<file path="config.mk">
export PLATFORM = sky130hd
export DESIGN_NAME = branch_target_buffer
export DESIGN_NICKNAME = d
export VERILOG_FILES = /design/src/rtl/branch_target_buffer.sv
export SDC_FILE = /design/constraint.sdc
export NUM_CORES = 1
export LEC_CHECK = 0
export CAP_MARGIN = 20
export CORE_AREA = 5 5 453 455
export DETAILED_ROUTE_END_ITERATION = 6
export DIE_AREA = 0 0 458 460
export PLACE_DENSITY = 0.37
export SETUP_SLACK_MARGIN = 0.5
export SYNTH_ARGS = -nofsm -noshare
export SYNTH_HDL_FRONTEND = slang
export SYNTH_SLANG_ARGS = --single-unit
</file>
<file path="constraint.sdc">
create_clock -name i_clk -period 17.3 [get_ports i_clk]
set_input_delay 5.19 -clock i_clk [delete_from_list [all_inputs] [get_ports i_clk]]
set_output_delay 5.19 -clock i_clk [all_outputs]
set_load 0.1 [all_outputs]
</file>
<file path="src/rtl/branch_target_buffer.sv">
// branch_target_buffer: direct-mapped BTB with 2-bit direction counters, looked up in IF and trained from EX
module branch_target_buffer #(
    parameter int ENTRIES = 16
) (
    input  logic        i_clk,
    input  logic        i_rst,
    input  logic [31:0] i_if_pc,
    output logic        o_pc_sel_BTB,
    output logic [31:0] o_pc_BTB,
    input  logic        i_ex_update_en,
    input  logic [31:0] i_ex_pc,
    input  logic [6:0]  i_ex_opcode,
    input  logic        i_ex_taken,
    input  logic [31:0] i_ex_target
);
    localparam int IDX = $clog2(ENTRIES);
    localparam int TW = 30 - IDX;
    localparam logic [6:0] OP_B = 7'b1100011;
    localparam logic [6:0] OP_JAL = 7'b1101111;
    localparam logic [6:0] OP_JALR = 7'b1100111;

    logic          valid  [ENTRIES];
    logic          jump   [ENTRIES];
    logic [1:0]    ctr    [ENTRIES];
    logic [TW-1:0] tags   [ENTRIES];
    logic [31:0]   target [ENTRIES];

    logic [IDX-1:0] if_idx, ex_idx;
    logic [TW-1:0]  if_tag, ex_tag;
    logic           if_hit, ex_hit, ex_jump, train;
    logic [1:0]     ctr_inc, ctr_dec;
    logic           unused_pc_bits;

    assign if_idx = i_if_pc[IDX+1:2];
    assign if_tag = i_if_pc[31:IDX+2];
    assign ex_idx = i_ex_pc[IDX+1:2];
    assign ex_tag = i_ex_pc[31:IDX+2];
    assign unused_pc_bits = ^{i_if_pc[1:0], i_ex_pc[1:0]};

    // Fetch-side lookup; not-taken hits still expose the stored target
    always_comb begin
        if_hit = valid[if_idx] && tags[if_idx] == if_tag;
        o_pc_sel_BTB = if_hit && (jump[if_idx] || ctr[if_idx][1]);
        o_pc_BTB = if_hit ? target[if_idx] : 32'b0;
    end

    // EX-side decode of whether and how the table is trained this cycle
    always_comb begin
        ex_hit = valid[ex_idx] && tags[ex_idx] == ex_tag;
        ex_jump = i_ex_opcode != OP_B;
        train = i_ex_update_en && (i_ex_opcode == OP_B || i_ex_opcode == OP_JAL || i_ex_opcode == OP_JALR);
        ctr_inc = ctr[ex_idx] == 2'b11 ? 2'b11 : ctr[ex_idx] + 2'd1;
        ctr_dec = ctr[ex_idx] == 2'b00 ? 2'b00 : ctr[ex_idx] - 2'd1;
    end

    // Table state: reset wins, hits retrain, taken misses allocate over any occupant
    always_ff @(posedge i_clk) begin
        if (i_rst) begin
            for (int i = 0; i < ENTRIES; i++) begin
                valid[i] <= 1'b0;
                jump[i] <= 1'b0;
                ctr[i] <= 2'b01;
                tags[i] <= '0;
                target[i] <= 32'b0;
            end
        end else if (train) begin
            if (ex_hit) begin
                ctr[ex_idx] <= i_ex_taken ? ctr_inc : ctr_dec;
                jump[ex_idx] <= ex_jump;
                if (i_ex_taken) target[ex_idx] <= i_ex_target;
            end else if (i_ex_taken) begin
                valid[ex_idx] <= 1'b1;
                jump[ex_idx] <= ex_jump;
                ctr[ex_idx] <= ex_jump ? 2'b11 : 2'b10;
                tags[ex_idx] <= ex_tag;
                target[ex_idx] <= i_ex_target;
            end
        end
    end
endmodule

</file>
==> results.toml, run 1 <==
[floorplan]
fp.dieArea_um2 = 210700
fp.dieH_um = 460
die-width_um = 458
core_um2 = 200900
initial_utilization = 0.2482
floorplan.io_pins = 140
rows = 165

[pwr]
p_sw_frac = 0.2555
p_switching_mw = 1.492
power_frac_seq = 0.479
powerDensity_nw_per_um2 = 101.6
total_leakage_power_nw = 21.58
power.ir.vdd_worst_mv = 0.07822
pwr-share-comb = 0.101
total_power_mw = 5.839
power.share.clock = 0.420
intPower_mw = 4.347

[cts]
cts_setup_buffers = 0
clock_sink_count = 992
clock_insertion_delay_at_the_later_pin_of_the_skew_report_ps = 780
cts_tree = "yes"
cts_max_level = 3
cts_buffers = 121
ctsRootBufferMaster = "clkbuf_16"
ctsLongestPathBuffers = 3
cts_hold_buffers = 0
postCtsResizedCells = 0
path_clk_slew_ps = 60

[sta]
finalHoldViolCount = 0
setup_repair_after_global_routing_missed_its_margin = "false"
final.setup_skew_ps = 58.19
finalHoldWorstSlack_ps = 486.3
timing.final.setup_violations = 0
report.final.slew_viol_count = 0
timing.max_slew.rel_slack = 0.2726
layout_setup_ws_ps = 2559
timing.setup.tns_ps = 0
period_share = 0.8521
fmax_mhz = 67.84
worst_pin_slew_ps = 1091
post-route-min-period_ps = 14740

[synth]
synth-seq-cells = 992
synth-edff-count = 976
synth-warning-count = 0
mappedNetlistArea_um2 = 49860
ys_types = 68
postSynthNetCount = 3455
netlist.area_leader.share = 0.5878
synth_top_area_cells = "edfxtp_1, mux4_2, and3_1, clkbuf_1, mux2i_1"
synth_fa_ha_area_frac = 0.0002008
synthesis.area_per_instance_um2 = 14.89
synthesized_area_fraction_occupied_by_ao_oa_aoi_and_oai_cells = 0.02462
synth_cells = 3348
yosys-mux-area-fraction = 0.1929
synth_top_family_by_area = "multiplexers"
synth-main-ff-cell = "edfxtp_1"
xor_xnor_fraction_of_synth_area = 0.01054
synth_area_leader_cell = "edfxtp_1"
synth_async_reset_ratio = 0
ys_seq_area_frac = 0.5942
synth_simple_gate_area_share = 0.1408

[routing]
via_per_inst = 5.057
drt_wl_total_mm = 193.5
first_iter_violations = 2818
wire_per_inst_um = 31.81
drt-pass1-iter-count = 7
ant_nets = 0
routed_vias = 30764
number_of_drc_violations_after_detailed_routing = 0

[finish]
layout-drive-gt1-share = 0.2281
stdcell_count = 6083
areaGrowthSynthToFinish_pct = 15.21
layout.core_utilization = 0.2860
num-nets-final = 3405
final_cell_area_um2 = 57450

[place]
dpl-instance-area_um2 = 53700
post-dp-hpwl_mm = 103.0
numPortBuffers = 135
pre_cts_ws_ps = 2412
placed_cells = 5847
finalWeightedCongestion = 0.7729

[global_routing]
grt-ovfl-total = 0
first_global_vias = 32203
groute.usage.overall = 0.1798
antenna_found_initial = 31
wire_length_of_the_first_global_routing_pass_mm = 268.4
grt_start_max_net_pins = 117

[critical_path]
worst_setup_path_end_kind = "primary output"
kind_of_launch_point_of_the_worst_setup_path = "input pin"
timing.critical_path.arrival_ps = 9550
crit_required_ps = 12110
critPathMaxFanout = 56
timing_worst_setup_path_type = "in2out"

[worst_hold_path]
hold_path.class = "reg2reg"

[flow_run]
cap_viol_max_count = 0

[run_status]
status = "complete, no violations"
==> area by class of cell <==
class	count	area, um^2
clock buffer	156	3222
sequential	992	29630
multi-input combinational	1930	18660
timing repair buffer	225	1963
inverter	28	105.1
tap	2672	3343
clock inverter	67	490.5
antenna	13	32.53
fill	20119	143400
==> cell usage after synthesis, types with 14 or more instances <==
| cell | n |
|---|---|
| buf_1 | 34 |
| nor2b_1 | 42 |
| nor3_1 | 15 |
| edfxtp_1 | 976 |
| nand2b_1 | 37 |
| a21oi_1 | 14 |
| nand2_1 | 78 |
| inv_1 | 22 |
| buf_6 | 19 |
| o22ai_1 | 14 |
| o21ai_0 | 27 |
| and3_1 | 833 |
| buf_2 | 28 |
| o2bb2ai_1 | 17 |
| a22oi_1 | 15 |
| mux2_2 | 26 |
| clkbuf_1 | 302 |
| mux2i_1 | 79 |
| nand3_1 | 24 |
| o21bai_1 | 16 |
| dfxtp_1 | 16 |
| buf_4 | 14 |
| xnor2_1 | 34 |
| mux4_2 | 378 |
| xor2_1 | 26 |
| o41ai_1 | 16 |
| nor2_1 | 148 |
==> metal layers <==
metal	vias up	track usage	share of wire
li1	13173	-	-
met4	0	0.05218	0.029
met5	-	0	0
met3	251	0.03109	0.056
met1	16392	0.2486	0.44
met2	948	0.2900	0.47
==> critical path, stage by stage <==
cell and delay, ps:
buf_8 560, buf_4 470, mux4_2 580, mux4_2 490
xor2_1 240, nor4_1 850, nand4_1 180, buf_4 340
nor2b_1 190, buf_4 310
==> power by group through the flow <==
| stage | Clock (mW) | Combinational [mW] | Sequential (mW) |
|---|---|---|---|
| final | 2.45 | 0.592 | 2.80 |
| after global placement | 0 | 0.605 | 2.85 |
| after floorplan | 0 | 0.348 | 2.83 |
| after global routing | 2.60 | 0.622 | 2.81 |
| after detailed placement | 0 | 0.602 | 2.85 |
| after CTS | 2.51 | 0.603 | 2.80 |
==> cells in the final DEF (no fill, tap or decap), drive strengths merged, types with 17 or more instances in the layout <==
| cell type | netlist | routed |
|---|---|---|
| clkbuf | 303 | 156 |
| edfxtp | 976 | 976 |
| mux2i | 80 | 80 |
| nor2b | 42 | 42 |
| nor2 | 159 | 159 |
| clkinv | 4 | 63 |
| nand2b | 37 | 37 |
| nand3 | 24 | 24 |
| nand2 | 78 | 78 |
| inv | 24 | 26 |
| xor2 | 26 | 26 |
| mux4 | 378 | 378 |
| clkdlybuf4s50 | 0 | 93 |
| o21ai | 28 | 28 |
| mux2 | 26 | 26 |
| o2bb2ai | 17 | 17 |
| and3 | 833 | 833 |
| xnor2 | 34 | 34 |
| buf | 95 | 132 |
==> sequential cells by signal (all words and copies together) (netlist names) <==
register and count:
ctr 32, jump 16, tags 416, target 512
valid 16
==> kinds of logic (layout without fill, tap and decap cells) <==
kind of cell	after synthesis	in the layout
compound gates	167	167
fa+ha+maj	1	1
xor+xnor	60	60
simple gates	1218	1218
other cells	0	13
flops	992	992
buf+inv	426	476
mux	484	484
==> final timing paths <==
| path | start | end | slack [ps] | cells past startpoint |
|---|---|---|---|---|
| setup reg to reg | tags[4][11] | tags[2][1] | 11170 | 11 |
| setup / recovery | i_if_pc[2] | o_pc_BTB[13] | 2560 | 10 |
| hold reg to reg | valid[14] | valid[14] | 490 | 2 |
| hold / removal | valid[14] | valid[14] | 490 | 2 |
No activity file was read; power rests on OpenSTA's default activity.
==> inputs of run 2 (changes only) <==
- clock period: 17.3 -> 18.3 ns (I/O delays scaled with it)
==> results.toml, run 2 (synthesized netlist as in run 1, its figures left out) <==
[critical_path]
cp.buffers_inverters = 3
crit_required_ps = 12810
crit_slowest_cell = "clkdlybuf4s50_1"
worst_setup_path_end_kind = "primary output"
setup.reg_to_reg.worst_slack_ps = 12370
timing_worst_setup_path_type = "in2out"
timing.critical_path.cells = "buf_8 -> mux4_2 -> mux4_2 -> xnor2_1 -> nand4_1 -> nor4_1 -> nand4_1 -> buf_4 -> nor2b_1 -> clkdlybuf4s50_1"
kind_of_launch_point_of_the_worst_setup_path = "input pin"
critPathMaxFanout = 56
timing.critical_path.arrival_ps = 10880
slowest_stage_delay_on_critical_path_ps = 1140
path_delay_family = "buffers and inverters"

[global_routing]
groute.usage.overall = 0.1796
grt-ovfl-total = 0
wire_length_of_the_first_global_routing_pass_mm = 268.9
grt_start_max_net_pins = 127
first_global_vias = 32187
antenna_found_initial = 22

[run_status]
status = "complete, no violations"

[pwr]
powerDensity_nw_per_um2 = 97.94
total_power_mw = 5.664
power.ir.vdd_worst_mv = 0.08936
total_leakage_power_nw = 21.72

[routing]
wire_per_inst_um = 31.83
routed_vias = 31125
number_of_drc_violations_after_detailed_routing = 0
drt_wl_total_mm = 193.7
ant_nets = 0
first_iter_violations = 2979
via_per_inst = 5.114
drt-pass1-iter-count = 5

[finish]
n_fill_cell = 20058
num-nets-final = 3414
mostFrequentLayoutCell = "edfxtp_1"
max_reg_flops = 512
layout-drive-gt1-share = 0.2280
final_cell_mix = "edfxtp_1, and3_1, mux4_2"
areaGrowthSynthToFinish_pct = 15.98
largest_register = "target"
biggest_registers_after_layout = "target: 512 flops, tags: 416 flops, ctr: 32 flops"
final_cell_area_um2 = 57830

[sta]
report.final.slew_viol_count = 0
finalHoldViolCount = 0
timing.max_slew.rel_slack = 0.2431
timing.final.setup_violations = 0
worst_pin_slew_ps = 1132
post-route-min-period_ps = 16370
final.setup_skew_ps = 43.29
timing.setup.tns_ps = 0
fmax_mhz = 61.10
period_share = 0.8944
setup_repair_after_global_routing_missed_its_margin = "false"

[cts]
ctsLongestPathBuffers = 3
cts_max_level = 4
postCtsResizedCells = 0
path_clk_slew_ps = 50
cts_buffers = 130
clock_insertion_delay_at_the_later_pin_of_the_skew_report_ps = 780
ctsRootBufferMaster = "clkbuf_16"
clock_sink_count = 992
cts_tree = "yes"
cts_setup_buffers = 0
cts_hold_buffers = 0

[flow_run]
cap_viol_max_count = 0

[floorplan]
initial_utilization = 0.2482
floorplan.io_pins = 140
fp.dieH_um = 460
core_um2 = 200900
rows = 165
die-width_um = 458
fp.dieArea_um2 = 210700

[place]
finalWeightedCongestion = 0.7591
dpl-instance-area_um2 = 53770
numPortBuffers = 135
post-dp-hpwl_mm = 101.8

[worst_hold_path]
hold_path.class = "reg2reg"
## run 2: power by group
group	internal, mW	total (mW)	switching (mW)
logic	0.217	0.560	0.343
registers	2.60	2.65	0.0428
clock network	1.39	2.46	1.06
## run 2: final timing paths
| kind | to | startpoint | depth (start not counted) |
|---|---|---|---|
| setup / recovery | o_pc_BTB[19] | i_if_pc[2] | 10 |
| hold / removal | valid[5] | valid[5] | 2 |
| setup reg to reg | tags[11][7] | tags[15][11] | 11 |
| hold reg to reg | valid[5] | valid[5] | 2 |
## run 2: per-layer routing
metal,track usage,vias up,share of wire
met5,0,-,0
met4,0.04221,0,0.020
met3,0.02516,216,0.048
met2,0.2966,989,0.48
met1,0.2505,16743,0.45
li1,-,13177,-
## run 2: worst reg2reg max path, cell delays in order, from the launching register on
cell and delay, ps:
edfxtp_1 420, mux4_2 480, mux2_2 310, o21ai_0 650
o32a_1 410, a221oi_2 60, o2111ai_2 110, or3_4 490
buf_4 730, nand2_1 690, nand2b_2 740, buf_4 490
## run 2: cell type report
cell class	instances	area, um^2	area share
well taps	2672	3343	0.05782
diodes	6	15.01	0.0002597
clock buffers	170	3476	0.06011
flip-flops and latches	992	29630	0.5124
inverters	28	105.1	0.001818
multi-input cells	1930	18670	0.3229
clock inverters	63	539.3	0.009326
repair buffers	225	2048	0.03542
## run 2: metrics by stage
stage                     setup slack (ps)  cells  hold slack (ps)  utilization
final                                 1933   6086            484.0       0.2879
after global routing                  1756   6082            506.9       0.2878
after CTS                             1865   6079            483.3       0.2877
after detailed placement              1866   5846            475.3       0.2677
after global placement                1860   5846            473.3       0.2677
after floorplan                       3154   3348            451.8            -
